File: config.mk
export PLATFORM = sky130hd
export DESIGN_NAME = tape_loader_flat
export DESIGN_NICKNAME = d
export VERILOG_FILES = /design/src/rtl/tape_loader_if.sv /design/src/rtl/tape_loader.sv /design/src/flat_wrapper.sv
export SDC_FILE = /design/constraint.sdc
export NUM_CORES = 1
export LEC_CHECK = 0
export BUFFER_PORTS_ARGS = -buffer_cell sky130_fd_sc_hd__buf_2
export CAP_MARGIN = 10
export CORE_UTILIZATION = 60
export CTS_CLUSTER_DIAMETER = 150
export CTS_CLUSTER_SIZE = 28
export DETAILED_ROUTE_END_ITERATION = 6
export PLACE_DENSITY = 0.87
export SETUP_SLACK_MARGIN = 0.15
export SLEW_MARGIN = 15
export SYNTH_ARGS = -nofsm -noshare
export SYNTH_HDL_FRONTEND = slang
export SYNTH_SLANG_ARGS = --single-unit
export TNS_END_PERCENT = 30
File: constraint.sdc
create_clock -name clock -period 5.8 [get_ports clock]
set_clock_uncertainty 0.05 [all_clocks]
set_input_delay 0.58 -clock clock [delete_from_list [all_inputs] [get_ports clock]]
set_output_delay 0.58 -clock clock [all_outputs]
set_load 0.02 [all_outputs]
File: src/rtl/tape_loader_if.sv
// Host-side channels of the tape loader: a symbol write stream in, and a
// captured display result out with an acknowledge.
interface tape_loader_if #(
  parameter int WIDTH = 4
);
  logic [WIDTH-1:0] wr_data;
  logic             wr_last;
  logic             wr_valid;
  logic             wr_ready;
  logic [10:0]      result;
  logic             result_valid;
  logic             result_ack;

  modport master (
    output wr_data, wr_last, wr_valid, result_ack,
    input  wr_ready, result, result_valid
  );

  modport slave (
    input  wr_data, wr_last, wr_valid, result_ack,
    output wr_ready, result, result_valid
  );
endinterface

File: src/rtl/tape_loader.sv
// Buffers a tape of symbols, then replays them to the Turing-machine chip as
// Next strobes followed by a Done strobe, and captures the display word.
module tape_loader #(
  parameter int WIDTH = 4,
  parameter int DEPTH = 64,
  parameter int SETUP = 2,
  parameter int PULSE = 2
) (
  input  logic             clock,
  input  logic             reset,
  tape_loader_if.slave     host,
  output logic [WIDTH-1:0] input_data,
  output logic             next,
  output logic             done,
  input  logic             compute_done,
  input  logic [10:0]      display,
  output logic             busy
);

  localparam logic [2:0] IDLE    = 3'd0;
  localparam logic [2:0] LEAD    = 3'd1;
  localparam logic [2:0] STROBE  = 3'd2;
  localparam logic [2:0] TRAIL   = 3'd3;
  localparam logic [2:0] DLEAD   = 3'd4;
  localparam logic [2:0] DSTROBE = 3'd5;
  localparam logic [2:0] WAIT    = 3'd6;
  localparam logic [2:0] RESULT  = 3'd7;

  localparam int MAXPH = (SETUP > PULSE) ? SETUP : PULSE;
  localparam int CW    = (MAXPH > 1) ? $clog2(MAXPH) : 1;
  localparam int PW    = (DEPTH > 1) ? $clog2(DEPTH) : 1;
  localparam int NW    = $clog2(DEPTH + 1);

  localparam logic [CW-1:0] SETUP_LD = CW'(SETUP - 1);
  localparam logic [CW-1:0] PULSE_LD = CW'(PULSE - 1);
  localparam logic [NW-1:0] DEPTH_N  = NW'(DEPTH);
  localparam logic [NW-1:0] DEPTH_M1 = NW'(DEPTH - 1);
  localparam logic [NW-1:0] ONE_N    = NW'(1);
  localparam logic [PW-1:0] LAST_PTR = PW'(DEPTH - 1);

  logic [2:0]       state;
  logic [CW-1:0]    phase;
  logic [WIDTH-1:0] mem [DEPTH];
  logic [PW-1:0]    wr_ptr;
  logic [PW-1:0]    rd_ptr;
  logic [PW-1:0]    rd_next;
  logic [NW-1:0]    count;
  logic [10:0]      result_q;
  logic             result_valid_q;
  logic             push;
  logic             pop;
  logic             tape_end;

  assign host.wr_ready     = (state == IDLE) && (count < DEPTH_N);
  assign host.result       = result_q;
  assign host.result_valid = result_valid_q;
  assign busy              = (state != IDLE);

  assign push     = host.wr_valid && host.wr_ready;
  assign pop      = (state == TRAIL) && (phase == '0);
  assign tape_end = host.wr_last || (count == DEPTH_M1);
  assign rd_next  = (rd_ptr == LAST_PTR) ? '0 : rd_ptr + 1'b1;

  always_ff @(posedge clock) begin
    if (push) begin
      mem[wr_ptr] <= host.wr_data;
    end
  end

  // Push only happens in IDLE and pop only in TRAIL, so they never coincide.
  always_ff @(posedge clock or negedge reset) begin
    if (!reset) begin
      wr_ptr <= '0;
      rd_ptr <= '0;
      count  <= '0;
    end else if (push) begin
      wr_ptr <= (wr_ptr == LAST_PTR) ? '0 : wr_ptr + 1'b1;
      count  <= count + 1'b1;
    end else if (pop) begin
      rd_ptr <= rd_next;
      count  <= count - 1'b1;
    end
  end

  // Strobes and symbol are loaded on the same edge as the state they belong to,
  // so the pins change only on clock edges and never mid-strobe.
  always_ff @(posedge clock or negedge reset) begin
    if (!reset) begin
      state          <= IDLE;
      phase          <= '0;
      input_data     <= '0;
      next           <= 1'b0;
      done           <= 1'b0;
      result_q       <= '0;
      result_valid_q <= 1'b0;
    end else begin
      case (state)
        IDLE: begin
          if (push && tape_end) begin
            state      <= LEAD;
            phase      <= SETUP_LD;
            input_data <= (count == '0) ? host.wr_data : mem[rd_ptr];
          end
        end
        LEAD: begin
          if (phase == '0) begin
            state <= STROBE;
            phase <= PULSE_LD;
            next  <= 1'b1;
          end else begin
            phase <= phase - 1'b1;
          end
        end
        STROBE: begin
          if (phase == '0) begin
            state <= TRAIL;
            phase <= SETUP_LD;
            next  <= 1'b0;
          end else begin
            phase <= phase - 1'b1;
          end
        end
        TRAIL: begin
          if (phase == '0) begin
            phase <= SETUP_LD;
            if (count > ONE_N) begin
              state      <= LEAD;
              input_data <= mem[rd_next];
            end else begin
              state      <= DLEAD;
              input_data <= '0;
            end
          end else begin
            phase <= phase - 1'b1;
          end
        end
        DLEAD: begin
          if (phase == '0) begin
            state <= DSTROBE;
            phase <= PULSE_LD;
            done  <= 1'b1;
          end else begin
            phase <= phase - 1'b1;
          end
        end
        DSTROBE: begin
          if (phase == '0) begin
            state <= WAIT;
            done  <= 1'b0;
          end else begin
            phase <= phase - 1'b1;
          end
        end
        WAIT: begin
          if (compute_done) begin
            result_q       <= display;
            result_valid_q <= 1'b1;
            state          <= RESULT;
          end
        end
        RESULT: begin
          if (host.result_ack) begin
            result_valid_q <= 1'b0;
            state          <= IDLE;
          end
        end
        default: state <= IDLE;
      endcase
    end
  end

endmodule

File: src/flat_wrapper.sv
// flat-port wrapper written by rule: the top's interface ports become plain ports
module tape_loader_flat 
#(
  parameter int WIDTH = 4,
  parameter int DEPTH = 64,
  parameter int SETUP = 2,
  parameter int PULSE = 2
)
  (clock, reset, input_data, next, done, compute_done, display, busy, host_wr_data, host_wr_last, host_wr_valid, host_result_ack, host_wr_ready, host_result, host_result_valid);
  tape_loader_if #(.WIDTH(WIDTH)) host_i ();
  input  logic clock;
  input  logic reset;
  output logic [WIDTH-1:0] input_data;
  output logic next;
  output logic done;
  input  logic compute_done;
  input  logic [10:0] display;
  output logic busy;
  input wire logic [$bits(host_i.wr_data)-1:0] host_wr_data;
  input wire logic [$bits(host_i.wr_last)-1:0] host_wr_last;
  input wire logic [$bits(host_i.wr_valid)-1:0] host_wr_valid;
  input wire logic [$bits(host_i.result_ack)-1:0] host_result_ack;
  output wire logic [$bits(host_i.wr_ready)-1:0] host_wr_ready;
  output wire logic [$bits(host_i.result)-1:0] host_result;
  output wire logic [$bits(host_i.result_valid)-1:0] host_result_valid;
  assign host_i.wr_data = host_wr_data;
  assign host_i.wr_last = host_wr_last;
  assign host_i.wr_valid = host_wr_valid;
  assign host_i.result_ack = host_result_ack;
  assign host_wr_ready = host_i.wr_ready;
  assign host_result = host_i.result;
  assign host_result_valid = host_i.result_valid;
  tape_loader #(.WIDTH(WIDTH), .DEPTH(DEPTH), .SETUP(SETUP), .PULSE(PULSE)) u_core (.clock(clock), .reset(reset), .host(host_i), .input_data(input_data), .next(next), .done(done), .compute_done(compute_done), .display(display), .busy(busy));
endmodule
==> results.txt <==
RSZ-0062 raised after global routing = false
Syn nets = 1,170
Number of max-slew violations in the final report = 0
Largest net degree at the start of global routing = 69
CP top delay family = simple AND/OR/NAND/NOR gates
Mapped Cells = 1,143
Fin crit period = 4280 ps
Row count = 57
Max-cap viol count = 0
First-pass GRT wire length = 60,700 um
Critical Path Slowest Stage Cell = ha_2
Worst setup EP type = flip-flop
Worst setup path category = reg -> reg
Routed WL = 40,000 um
Post-synthesis sequential area ratio = 58.0%
Seq cells post-synth = 297
Yosys cell types = 75
Total gr overflow = 0
Synth top area share = 51.2%
Root Driver = clkbuf_16
Tcrit/Tclk final = 73.7%
Switching power = 0.00306 W
TritonCTS Buffers = 14
Gate power share = 47.4%
Worst-path cell chain = ha_2 -> and2_1 -> nand3_1 -> a41oi_1 -> a211oi_1 -> o32ai_1 -> a31oi_1
Crit path max fanout = 49
Hold Path Class = in -> async
Die height = 160 um
Vias in the first global route = 10,100
FILL cells = 1,771
Hold Fails Final Rpt = 0
Worst-Margin Slew = 1230 ps
Clock transition at path regs = 120 ps
Die width = 160 um
Status = completed
Net Sw Frac = 41.7%
Post-synth EDFFs = 256
# Post-CTS Setup Buffers = 0
Max VDD drop = 0.388 mV
Diode count = 0
Ys async rst share = 13.8%
Synth Cell Area = 15,000 um^2
Final setup vio count = 0
Global Route Usage Sum = 31.6%
Die area = 25,700 um^2
H-tree lvl count = 1
DRT Pass-1 Iters = 6
Yosys top cell by area = edfxtp_1
Clock share of power = 15.6%
Core Region = 24,500 um^2
Antenna violations before repair = 0
Final core occ = 63.8%
Cell-internal power = 0.00429 W
Ranking of synthesized cells by area = edfxtp_1 51%, mux4_2 10%, dfrtp_1 6.8%
CP startpoint kind = flip-flop
Worst-Skew Late Latency = 520 ps
Placed cell count = 1,435
Max incr delay on CP = 1080 ps
Buf/Inv on CP = 0
Synth warn = 0
Avg Inst Size Synth = 13.1 um^2
WL/cell = 27.4 um
Layout net count = 1,154
Synth Flop Type = edfxtp_1
DRC violations left = 0
Starting Density = 61.4%
Share of layout cells above drive strength 1 = 14.9%
Clk sinks = 297
RePlAce Congestion = 1.01
Final Non-Filler Cells = 1,459
Pwr/cell area = 471 nW/um^2
Setup tns final = 0 ps
Post-CTS Hold Fix Bufs = 0
Power share of the sequential group = 37.1%
Max Fclk = 234 MHz
Static leakage = 5.24 nW
Max_slew headroom = 17.6%
I/O Pins = 41
Max Root-Sink Buffers = 3
CTS resizes = 0
Via density = 7.24
Area Overhead vs Synth = 3.87%
Iter 0 DRT Violations = 1,755
IO buf count = 40
WP data required = 6110 ps
TritonCTS clock tree = built
Total number of vias = 10,600
Final HPWL DP = 26,400 um
Antenna viol nets, final = 0
Worst Path Arrival = 4590 ps
[area by class of cell]
cell class              instances  area, um^2  share of cell area (%)
clock inverters                 1        16.3                   0.104
flip-flops and latches        297        8720                    55.9
repair buffers                 53         310                    1.99
clock buffers                  23         405                    2.60
multi-input cells             752        5710                    36.6
well taps                     324         405                    2.60
inverters                       9        33.8                   0.217
[registers in the layout (all words and copies together) (netlist names)]
| name | cells |
|---|---|
| u_core.mem | 256 |
| u_core.host.result | 11 |
| u_core.count | 7 |
| u_core.rd_ptr | 6 |
| u_core.wr_ptr | 6 |
| u_core.input_data | 4 |
| u_core.state | 3 |
| u_core.done | 1 |
| u_core.host.result_valid | 1 |
| u_core.next | 1 |
| u_core.phase | 1 |
[worst reg2reg max path, stage by stage, from the launching register on]
cell and delay (ps):
dfrtp_4 930, ha_2 1090, and2_1 970, nand3_1 180, a41oi_1 380, a211oi_1 90, o32ai_1 300, a31oi_1 120
[cell usage after synthesis (4+ instances only)]
cell / count
mux2i_1: 52
mux4_1: 5
ha_1: 6
nand3_1: 60
o311ai_0: 7
nor2b_1: 4
and2_1: 4
xor2_1: 5
mux2_2: 14
o32ai_1: 4
buf_4: 10
nand2b_1: 4
o221ai_1: 6
a41oi_1: 4
buf_2: 24
buf_6: 10
a22oi_1: 27
inv_1: 7
nand3b_1: 5
o22ai_1: 11
clkbuf_1: 27
nor3_1: 17
a31oi_1: 17
mux4_2: 68
a32oi_1: 7
nor4_1: 8
a222oi_1: 5
nor2_1: 102
edfxtp_1: 256
o211ai_1: 4
nand2_1: 174
nand4_1: 17
xnor2_1: 11
a21oi_1: 25
dfrtp_1: 41
o21ai_0: 13
o31ai_1: 6
buf_1: 6
or3_1: 10
[power groups by stage]
stage / clock [W] / sequential, W / combinational [W]
2_1_floorplan: 0 / 0.00260 / 0.00275
3_3_place_gp: 0 / 0.00275 / 0.00329
3_5_place_dp: 0 / 0.00276 / 0.00337
4_1_cts: 0.00115 / 0.00271 / 0.00338
5_1_grt: 0.00120 / 0.00275 / 0.00367
6_report: 0.00114 / 0.00272 / 0.00348
[logic make-up (layout without fill, tap and decap cells)]
family	Yosys count	count (layout)	synth area share (%)
xor gates and xnor gates	16	16	0.933
DFF	297	297	58.0
adders and majority gates	6	6	0.500
and+or+nand+nor	422	422	12.6
muxes	139	139	15.6
buffers and inverters	94	86	3.97
AOI/OAI and AO/OA	169	169	8.32
[cell usage in the layout (no fill, tap or decap), types with 4 or more instances in the layout]
cell       synthesis  routed
a21oi_1           25      25
a222oi_1           5       5
a22oi_1           27      27
a31oi_1           17      17
a32oi_1            7       7
a41oi_1            4       4
and2_1             4       4
buf_2             24      40
buf_4             10      12
clkbuf_1          27       8
clkbuf_16          0      15
dfrtp_1           41      39
edfxtp_1         256     256
ha_1               6       5
inv_1              7       7
mux2_2            14      14
mux2i_1           52      52
mux4_1             5       5
mux4_2            68      68
nand2_1          174     174
nand2b_1           4       4
nand3_1           60      60
nand3b_1           5       5
nand4_1           17      17
nor2_1           102     102
nor2b_1            4       4
nor3_1            17      17
nor4_1             8       8
o211ai_1           4       4
o21ai_0           13      13
o221ai_1           6       6
o22ai_1           11      11
o311ai_0           7       7
o31ai_1            6       6
o32ai_1            4       4
or3_1             10      10
xnor2_1           11      11
xor2_1             5       5
[metrics by stage]
stage               setup WS (ps)  power (W)  hold slack [ps]  area [um^2]
finish                       1520    0.00735              168        15600
global route                 1200    0.00762              244        15600
CTS                          1580    0.00724              201        15600
detailed placement           1600    0.00612              443        15200
global placement             1730    0.00603              427        15200
floorplan                    2960    0.00535              234        15000
[path summary, 6_finish.rpt]
kind | start | endpoint | slack (ps) | depth (start not counted)
max in group asynchronous | reset | u_core.rd_ptr[0] | 4820 | 1
worst max-delay path | u_core.rd_ptr[0] | u_core.input_data[0] | 1520 | 7
worst max register to register | u_core.rd_ptr[0] | u_core.input_data[0] | 1520 | 7
worst min-delay path | reset | u_core.count[1] | 170 | 1
min in group clock | display[4] | u_core.host.result[4] | 240 | 2
worst min register to register | u_core.host.result[0] | u_core.host.result[0] | 470 | 1
[per-layer routing]
layer,wire (um),share of wire (%),GRT usage [%],vias to the layer above
met4,2160,5.4,14.7,0
met3,4780,12,5.45,147
met2,18400,46,48.4,822
met5,0,0,0,-
met1,14700,37,44.7,5193
li1,-,-,-,4400
Power figures use the tool's default switching activity.
